## src/rtl/mem_access_unit_if.sv

```systemverilog
// Instruction encodings and the execute / data-bus / write-back signal bundle
// that mem_access_unit sits in the middle of.
package mem_access_unit_pkg;
    localparam logic [5:0] INSTR_ADD = 6'd1;
    localparam logic [5:0] INSTR_LB  = 6'd16;
    localparam logic [5:0] INSTR_LH  = 6'd17;
    localparam logic [5:0] INSTR_LW  = 6'd18;
    localparam logic [5:0] INSTR_LBU = 6'd19;
    localparam logic [5:0] INSTR_LHU = 6'd20;
    localparam logic [5:0] INSTR_SB  = 6'd24;
    localparam logic [5:0] INSTR_SH  = 6'd25;
    localparam logic [5:0] INSTR_SW  = 6'd26;
endpackage

interface mem_access_unit_if;
    logic        valid_in;
    logic [5:0]  instr_id;
    logic [31:0] mem_addr;
    logic [31:0] store_data;
    logic [31:0] exec_result;
    logic [4:0]  rd_addr;
    logic        rd_we;
    logic        flush;
    logic        stall_out;
    logic        dmem_req;
    logic [31:0] dmem_addr;
    logic [31:0] dmem_wdata;
    logic [3:0]  dmem_wstrb;
    logic        dmem_ready;
    logic        dmem_rvalid;
    logic [31:0] dmem_rdata;
    logic        wb_valid;
    logic [4:0]  wb_rd_addr;
    logic        wb_rd_we;
    logic [31:0] wb_data;
    logic        exc_valid;
    logic        exc_is_store;

    modport slave (
        input  valid_in, instr_id, mem_addr, store_data, exec_result, rd_addr, rd_we, flush,
               dmem_ready, dmem_rvalid, dmem_rdata,
        output stall_out, dmem_req, dmem_addr, dmem_wdata, dmem_wstrb,
               wb_valid, wb_rd_addr, wb_rd_we, wb_data, exc_valid, exc_is_store
    );

    modport master (
        output valid_in, instr_id, mem_addr, store_data, exec_result, rd_addr, rd_we, flush,
               dmem_ready, dmem_rvalid, dmem_rdata,
        input  stall_out, dmem_req, dmem_addr, dmem_wdata, dmem_wstrb,
               wb_valid, wb_rd_addr, wb_rd_we, wb_data, exc_valid, exc_is_store
    );
endinterface

```

## src/rtl/mem_access_unit.sv

```systemverilog
// Memory stage: passes ALU results through, runs one load/store at a time on a
// ready/rvalid data bus, and traps misaligned accesses before they reach the bus.
module mem_access_unit
    import mem_access_unit_pkg::*;
(
    input  logic             clk,
    input  logic             rst,
    mem_access_unit_if.slave bus
);
    typedef enum logic [1:0] {S_IDLE, S_REQ, S_WAIT_RD, S_DRAIN} state_t;
    state_t r_state, w_next;

    logic        w_is_load, w_is_store, w_is_half, w_is_word, w_misalign;
    logic        w_present, w_accept, w_alu, w_exc, w_wb_mem, w_r_store;
    logic [31:0] w_wdata, w_shifted, w_load;
    logic [3:0]  w_wstrb;

    logic [5:0]  r_op;
    logic [1:0]  r_addr_lo;
    logic [4:0]  r_rd_addr;
    logic        r_rd_we;
    logic [31:0] r_daddr, r_wdata;
    logic [3:0]  r_wstrb;

    logic        r_wb_valid, r_wb_rd_we, r_exc_valid, r_exc_is_store;
    logic [4:0]  r_wb_rd_addr;
    logic [31:0] r_wb_data;

    always_comb begin
        w_is_load  = 1'b0;
        w_is_store = 1'b0;
        w_is_half  = 1'b0;
        w_is_word  = 1'b0;
        case (bus.instr_id)
            INSTR_LB, INSTR_LBU: w_is_load = 1'b1;
            INSTR_LH, INSTR_LHU: begin w_is_load = 1'b1; w_is_half = 1'b1; end
            INSTR_LW:            begin w_is_load = 1'b1; w_is_word = 1'b1; end
            INSTR_SB:            w_is_store = 1'b1;
            INSTR_SH:            begin w_is_store = 1'b1; w_is_half = 1'b1; end
            INSTR_SW:            begin w_is_store = 1'b1; w_is_word = 1'b1; end
            default:             ;
        endcase
        w_misalign = (w_is_half & bus.mem_addr[0]) |
                     (w_is_word & (bus.mem_addr[1:0] != 2'b00));
    end

    // Store data is replicated across lanes; the strobes pick the real bytes.
    always_comb begin
        w_wdata = bus.store_data;
        w_wstrb = 4'b0000;
        if (w_is_store) begin
            if (w_is_word) begin
                w_wstrb = 4'b1111;
            end else if (w_is_half) begin
                w_wdata = {2{bus.store_data[15:0]}};
                w_wstrb = bus.mem_addr[1] ? 4'b1100 : 4'b0011;
            end else begin
                w_wdata = {4{bus.store_data[7:0]}};
                w_wstrb = 4'b0001 << bus.mem_addr[1:0];
            end
        end
    end

    assign w_present = (r_state == S_IDLE) && bus.valid_in && !bus.flush;
    assign w_accept  = w_present && (w_is_load || w_is_store) && !w_misalign;
    assign w_alu     = w_present && !(w_is_load || w_is_store);
    assign w_exc     = w_present && (w_is_load || w_is_store) && w_misalign;
    assign w_r_store = (r_wstrb != 4'b0000);

    assign w_shifted = bus.dmem_rdata >> {r_addr_lo, 3'b000};
    always_comb begin
        case (r_op)
            INSTR_LB:  w_load = {{24{w_shifted[7]}}, w_shifted[7:0]};
            INSTR_LBU: w_load = {24'd0, w_shifted[7:0]};
            INSTR_LH:  w_load = {{16{w_shifted[15]}}, w_shifted[15:0]};
            INSTR_LHU: w_load = {16'd0, w_shifted[15:0]};
            default:   w_load = w_shifted;
        endcase
    end

    // A flushed load already accepted by the bus still owes one rvalid: DRAIN eats it.
    always_comb begin
        w_next   = r_state;
        w_wb_mem = 1'b0;
        case (r_state)
            S_IDLE: if (w_accept) w_next = S_REQ;
            S_REQ: begin
                if (bus.dmem_ready) begin
                    if (w_r_store) begin
                        w_next   = S_IDLE;
                        w_wb_mem = !bus.flush;
                    end else begin
                        w_next = bus.flush ? S_DRAIN : S_WAIT_RD;
                    end
                end else if (bus.flush) begin
                    w_next = S_IDLE;
                end
            end
            S_WAIT_RD: begin
                if (bus.dmem_rvalid) begin
                    w_next   = S_IDLE;
                    w_wb_mem = !bus.flush;
                end else if (bus.flush) begin
                    w_next = S_DRAIN;
                end
            end
            S_DRAIN: if (bus.dmem_rvalid) w_next = S_IDLE;
            default: w_next = S_IDLE;
        endcase
    end

    always_ff @(posedge clk or posedge rst) begin
        if (rst) r_state <= S_IDLE;
        else     r_state <= w_next;
    end

    always_ff @(posedge clk or posedge rst) begin
        if (rst) begin
            r_op      <= '0;
            r_addr_lo <= '0;
            r_rd_addr <= '0;
            r_rd_we   <= 1'b0;
            r_daddr   <= '0;
            r_wdata   <= '0;
            r_wstrb   <= '0;
        end else if (w_accept) begin
            r_op      <= bus.instr_id;
            r_addr_lo <= bus.mem_addr[1:0];
            r_rd_addr <= bus.rd_addr;
            r_rd_we   <= bus.rd_we & w_is_load;
            r_daddr   <= {bus.mem_addr[31:2], 2'b00};
            r_wdata   <= w_wdata;
            r_wstrb   <= w_wstrb;
        end
    end

    always_ff @(posedge clk or posedge rst) begin
        if (rst) begin
            r_wb_valid     <= 1'b0;
            r_wb_rd_addr   <= '0;
            r_wb_rd_we     <= 1'b0;
            r_wb_data      <= '0;
            r_exc_valid    <= 1'b0;
            r_exc_is_store <= 1'b0;
        end else begin
            r_wb_valid     <= w_alu | w_wb_mem;
            r_exc_valid    <= w_exc;
            r_exc_is_store <= w_exc & w_is_store;
            if (w_alu) begin
                r_wb_data    <= bus.exec_result;
                r_wb_rd_addr <= bus.rd_addr;
                r_wb_rd_we   <= bus.rd_we;
            end else if (w_exc) begin
                r_wb_data    <= bus.mem_addr;
                r_wb_rd_addr <= bus.rd_addr;
                r_wb_rd_we   <= 1'b0;
            end else if (w_wb_mem) begin
                r_wb_rd_addr <= r_rd_addr;
                r_wb_rd_we   <= r_rd_we & !w_r_store;
                if (r_state == S_WAIT_RD) r_wb_data <= w_load;
            end
        end
    end

    assign bus.stall_out    = !rst && ((r_state != S_IDLE) || w_accept);
    assign bus.dmem_req     = (r_state == S_REQ);
    assign bus.dmem_addr    = r_daddr;
    assign bus.dmem_wdata   = r_wdata;
    assign bus.dmem_wstrb   = r_wstrb;
    assign bus.wb_valid     = r_wb_valid;
    assign bus.wb_rd_addr   = r_wb_rd_addr;
    assign bus.wb_rd_we     = r_wb_rd_we;
    assign bus.wb_data      = r_wb_data;
    assign bus.exc_valid    = r_exc_valid;
    assign bus.exc_is_store = r_exc_is_store;
endmodule

```

## src/flat_wrapper.sv

```systemverilog
// flat-port wrapper written by rule: the top's interface ports become plain ports
module mem_access_unit_flat import mem_access_unit_pkg::*;
  (clk, rst, bus_valid_in, bus_instr_id, bus_mem_addr, bus_store_data, bus_exec_result, bus_rd_addr, bus_rd_we, bus_flush, bus_dmem_ready, bus_dmem_rvalid, bus_dmem_rdata, bus_stall_out, bus_dmem_req, bus_dmem_addr, bus_dmem_wdata, bus_dmem_wstrb, bus_wb_valid, bus_wb_rd_addr, bus_wb_rd_we, bus_wb_data, bus_exc_valid, bus_exc_is_store);
  mem_access_unit_if bus_i ();
  input  logic clk;
  input  logic rst;
  input wire logic [$bits(bus_i.valid_in)-1:0] bus_valid_in;
  input wire logic [$bits(bus_i.instr_id)-1:0] bus_instr_id;
  input wire logic [$bits(bus_i.mem_addr)-1:0] bus_mem_addr;
  input wire logic [$bits(bus_i.store_data)-1:0] bus_store_data;
  input wire logic [$bits(bus_i.exec_result)-1:0] bus_exec_result;
  input wire logic [$bits(bus_i.rd_addr)-1:0] bus_rd_addr;
  input wire logic [$bits(bus_i.rd_we)-1:0] bus_rd_we;
  input wire logic [$bits(bus_i.flush)-1:0] bus_flush;
  input wire logic [$bits(bus_i.dmem_ready)-1:0] bus_dmem_ready;
  input wire logic [$bits(bus_i.dmem_rvalid)-1:0] bus_dmem_rvalid;
  input wire logic [$bits(bus_i.dmem_rdata)-1:0] bus_dmem_rdata;
  output wire logic [$bits(bus_i.stall_out)-1:0] bus_stall_out;
  output wire logic [$bits(bus_i.dmem_req)-1:0] bus_dmem_req;
  output wire logic [$bits(bus_i.dmem_addr)-1:0] bus_dmem_addr;
  output wire logic [$bits(bus_i.dmem_wdata)-1:0] bus_dmem_wdata;
  output wire logic [$bits(bus_i.dmem_wstrb)-1:0] bus_dmem_wstrb;
  output wire logic [$bits(bus_i.wb_valid)-1:0] bus_wb_valid;
  output wire logic [$bits(bus_i.wb_rd_addr)-1:0] bus_wb_rd_addr;
  output wire logic [$bits(bus_i.wb_rd_we)-1:0] bus_wb_rd_we;
  output wire logic [$bits(bus_i.wb_data)-1:0] bus_wb_data;
  output wire logic [$bits(bus_i.exc_valid)-1:0] bus_exc_valid;
  output wire logic [$bits(bus_i.exc_is_store)-1:0] bus_exc_is_store;
  assign bus_i.valid_in = bus_valid_in;
  assign bus_i.instr_id = bus_instr_id;
  assign bus_i.mem_addr = bus_mem_addr;
  assign bus_i.store_data = bus_store_data;
  assign bus_i.exec_result = bus_exec_result;
  assign bus_i.rd_addr = bus_rd_addr;
  assign bus_i.rd_we = bus_rd_we;
  assign bus_i.flush = bus_flush;
  assign bus_i.dmem_ready = bus_dmem_ready;
  assign bus_i.dmem_rvalid = bus_dmem_rvalid;
  assign bus_i.dmem_rdata = bus_dmem_rdata;
  assign bus_stall_out = bus_i.stall_out;
  assign bus_dmem_req = bus_i.dmem_req;
  assign bus_dmem_addr = bus_i.dmem_addr;
  assign bus_dmem_wdata = bus_i.dmem_wdata;
  assign bus_dmem_wstrb = bus_i.dmem_wstrb;
  assign bus_wb_valid = bus_i.wb_valid;
  assign bus_wb_rd_addr = bus_i.wb_rd_addr;
  assign bus_wb_rd_we = bus_i.wb_rd_we;
  assign bus_wb_data = bus_i.wb_data;
  assign bus_exc_valid = bus_i.exc_valid;
  assign bus_exc_is_store = bus_i.exc_is_store;
  mem_access_unit u_core (.clk(clk), .rst(rst), .bus(bus_i));
endmodule
```

## config.mk

```make
export PLATFORM = sky130hd
export DESIGN_NAME = mem_access_unit_flat
export DESIGN_NICKNAME = d
export VERILOG_FILES = /design/src/rtl/mem_access_unit_if.sv /design/src/rtl/mem_access_unit.sv /design/src/flat_wrapper.sv
export SDC_FILE = /design/constraint.sdc
export NUM_CORES = 1
export LEC_CHECK = 0
export CORE_MARGIN = 1
export CORE_UTILIZATION = 47
export CTS_CLUSTER_DIAMETER = 60
export DETAILED_ROUTE_END_ITERATION = 7
export PLACE_DENSITY_LB_ADDON = 0.08
export SLEW_MARGIN = 40
export SYNTH_ARGS = -nofsm -noshare
export SYNTH_HDL_FRONTEND = slang
export SYNTH_SLANG_ARGS = --single-unit
```

## constraint.sdc

```tcl
create_clock -name clk -period 11.9 [get_ports clk]
set_input_delay 1.785 -clock clk [delete_from_list [all_inputs] [get_ports clk]]
set_output_delay 1.785 -clock clk [all_outputs]
set_load 0.01 [all_outputs]
```

==> results.toml <==
[power_and_ir_drop]
p_leak_nw = 4.08
power.density_nw_per_um2 = 235
ir_worst_vdd_v = 0.000117

[clock_tree]
cts_setup_buffers = 0
cts_hold_buf = 0
root_buffer = "clkbuf_16"
tritoncts = "yes"
cts_buffer_depth = 2
numClockSinks = 123
cts.repair.resized = 0
clk_transition_reported_paths_ns = 0.05
cts_made_buffers = 17
clk-insertion-delay-late_ns = 0.42
cts-htree-levels = 4

[logic_synthesis]
synth_common_cells = "dfrtp_1, nand2_1, mux2_2, o21ai_0, mux2i_1"
yosysWarnings = 0
synth_xor_area_frac = 0.00273
synth_top_family_by_area = "multiplexers"
synth_most_common_cell = "dfrtp_1"
synth_edf_count = 0
syn_area_per_cell_um2 = 10.3
synth_flop_cell = "dfrtp_1"
synth_compound_area_frac = 0.158
syn-cell-area_um2 = 6410
async_flop_share = 1.00
muxShareOfSynthArea = 0.172
synth_seq_cells = 123
yosys.area.top_type_share = 0.480
yosysSeqAreaShare = 0.480
synth_top_cell_by_area = "dfrtp_1"
synth_cells = 622
synth_area_leaders = "dfrtp_1, mux2_2, mux2i_1"
synth-simple-area-share = 0.131
synthAdderAreaFrac = 0.00975
ys_types = 56

[timing]
setup_tns_ns = 0
fmax_ghz = 0.162
fin_crit_ns = 6.19
fin_crit_sh = 0.520
final_max_slew_viol_count = 0
worst_pin_slew_ns = 0.742
relSlewSlack = 0.504
setup_viol = 0
finClkSkew_ns = 0.00924
hold_ws_ns = 0.479
hold_viol = 0
rsz0062_at_grt = "no"

[critical_path]
critical_path_class = "primary input to primary output"
start_kind = "primary input"
crit_required_ns = 10.12
cp_max_fo = 38
cp_num_buf_inv = 2
cpPeakStageDelay_ns = 0.68
path_cells = "clkdlybuf4s50_1 > a21oi_1 > a22oi_1 > or2_2 > a21o_4 > a21oi_1 > clkdlybuf4s50_1"
cpMaxStageDelayCell = "clkdlybuf4s50_1"
arrival_ns = 4.40
cpLargestDelayFamily = "buffers and inverters"
end_kind = "primary output"

[global_routing]
grt_pass1_wl_um = 31200
grt_max_degree = 84
gr-total-overflow = 0
antenna_found_initial = 0
grt_util_all_layers = 0.286
grt_pass1_vias = 5867

[route]
drt-met1-wl_um = 8130
wl_met3_um = 1360
wl_per_cell_um = 19.0
drc = 0
dr_wl_met2_um = 9760
vias = 5786
drtIter0Drc = 409
drt-pass1-iter-count = 6
routed_wl_um = 19700
top_layer = "met4"
viasPerCell = 5.56
drtAntennaViolNets = 0

[cells_and_area]
fin_nets = 1002
layout-drive-gt1-share = 0.131
multi_input_area_um2 = 3070
fill_cells = 1008
n_antenna_cell = 0
syn_to_final_growth_pct = 50.1
regArea_um2 = 3080
fin_area_um2 = 9620

[die]
initial_core_util = 0.482
fp.dieArea_um2 = 14100
fp.dieW_um = 119
core_area_um2 = 13300
die_y_um = 119
num_rows = 42
io-pin-count = 257

[place]
post-dp-hpwl_um = 14200
place_area_um2 = 8990
gp_congestion = 0.796
port-buffer-count = 254

[run]
max_cap_violations = 0

[hold_path]
min_path_type = "flip-flop to flip-flop"

[outcome]
status = "completed"
==> registers in the layout (all words and copies together), names as in the netlist <==
register                 cells
u_core.r_state               2
u_core.bus.wb_valid          1
u_core.bus.wb_rd_we          1
u_core.r_rd_addr             5
u_core.bus.wb_rd_addr        5
u_core.bus.dmem_wdata       32
u_core.bus.exc_is_store      1
u_core.bus.dmem_addr        30
u_core.r_rd_we               1
u_core.r_addr_lo             2
u_core.bus.wb_data          32
u_core.bus.exc_valid         1
u_core.bus.dmem_wstrb        4
u_core.r_op                  6
==> worst reg2reg max path, delay by kind of cell (launching register included) <==
family | cells | cell delay, ns
AND/OR/NAND/NOR | 4 | 1.93
flip-flops | 1 | 0.41
AO/OA/AOI/OAI | 1 | 0.37
adder cells (fa/ha/maj) | 1 | 0.28
buffers and inverters | 1 | 0.14
==> through the flow <==
stage	total power, mW	instances	utilization	setup WS [ns]
after detailed placement	1.71	1008	0.676	5.76
after global routing	2.39	1040	0.724	5.58
after global placement	1.68	1008	0.675	5.85
after floorplan	1.21	623	-	6.67
after CTS	2.28	1040	0.724	5.76
final	2.27	1040	0.724	5.71
==> cells by family (layout without fill, tap and decap cells) <==
group	after synthesis	in the layout
xor gates and xnor gates	2	2
other	1	2
DFF	123	123
and+or+nand+nor	174	174
adders and majority gates	5	5
muxes	102	102
buffers and inverters	59	300
AOI/OAI and AO/OA	156	156
==> layout make-up <==
cell class,count,area share
well taps,176,0.0229
flip-flops and latches,123,0.320
repair buffers,259,0.269
multi-input cells,441,0.319
clock buffers,18,0.0456
clock inverters,14,0.0203
inverters,9,0.00377
==> metal layers <==
metal / GRT usage / vias up
met4: 0.112 / 0
li1: - / 2697
met2: 0.476 / 226
met3: 0.0685 / 33
met1: 0.359 / 2830
met5: 0 / -
==> placed cells by master, fill, tap and decap left out, drive strengths merged, types with 4 or more instances in the layout <==
cell and n:
buf 4, nand2b 6, nor2 42, clkbuf 19
mux2i 46, dfrtp 123, inv 10, clkdlybuf4s50 254
o221ai 15, clkinv 5, ha 5, a31oi 16
mux2 55, a221o 6, o21ai 55, clkinvlp 4
nor3 7, bufinv 4, o22ai 7, nand2 82
nor3b 4, a22oi 6, nor2b 6, and2 10
a21oi 28, o2111ai 5
==> power by group <==
| group | internal, mW | switching [mW] |
|---|---|---|
| combinational | 0.552 | 0.429 |
| clock | 0.356 | 0.195 |
| sequential | 0.610 | 0.123 |
==> final timing paths <==
kind	from	to	slack, ns	depth (start not counted)
min	u_core.bus.dmem_wdata[27]	u_core.bus.dmem_wdata[27]	0.48	2
min in group asynchronous	rst	u_core.bus.dmem_wdata[26]	1.80	2
max in group asynchronous	rst	u_core.r_addr_lo[1]	8.97	3
min reg2reg	u_core.bus.dmem_wdata[27]	u_core.bus.dmem_wdata[27]	0.48	2
max	bus_instr_id[1]	bus_stall_out	5.71	7
max reg2reg	u_core.r_state[0]	u_core.bus.wb_data[7]	8.67	7
Note: power is estimated with default switching activity, not from simulation.
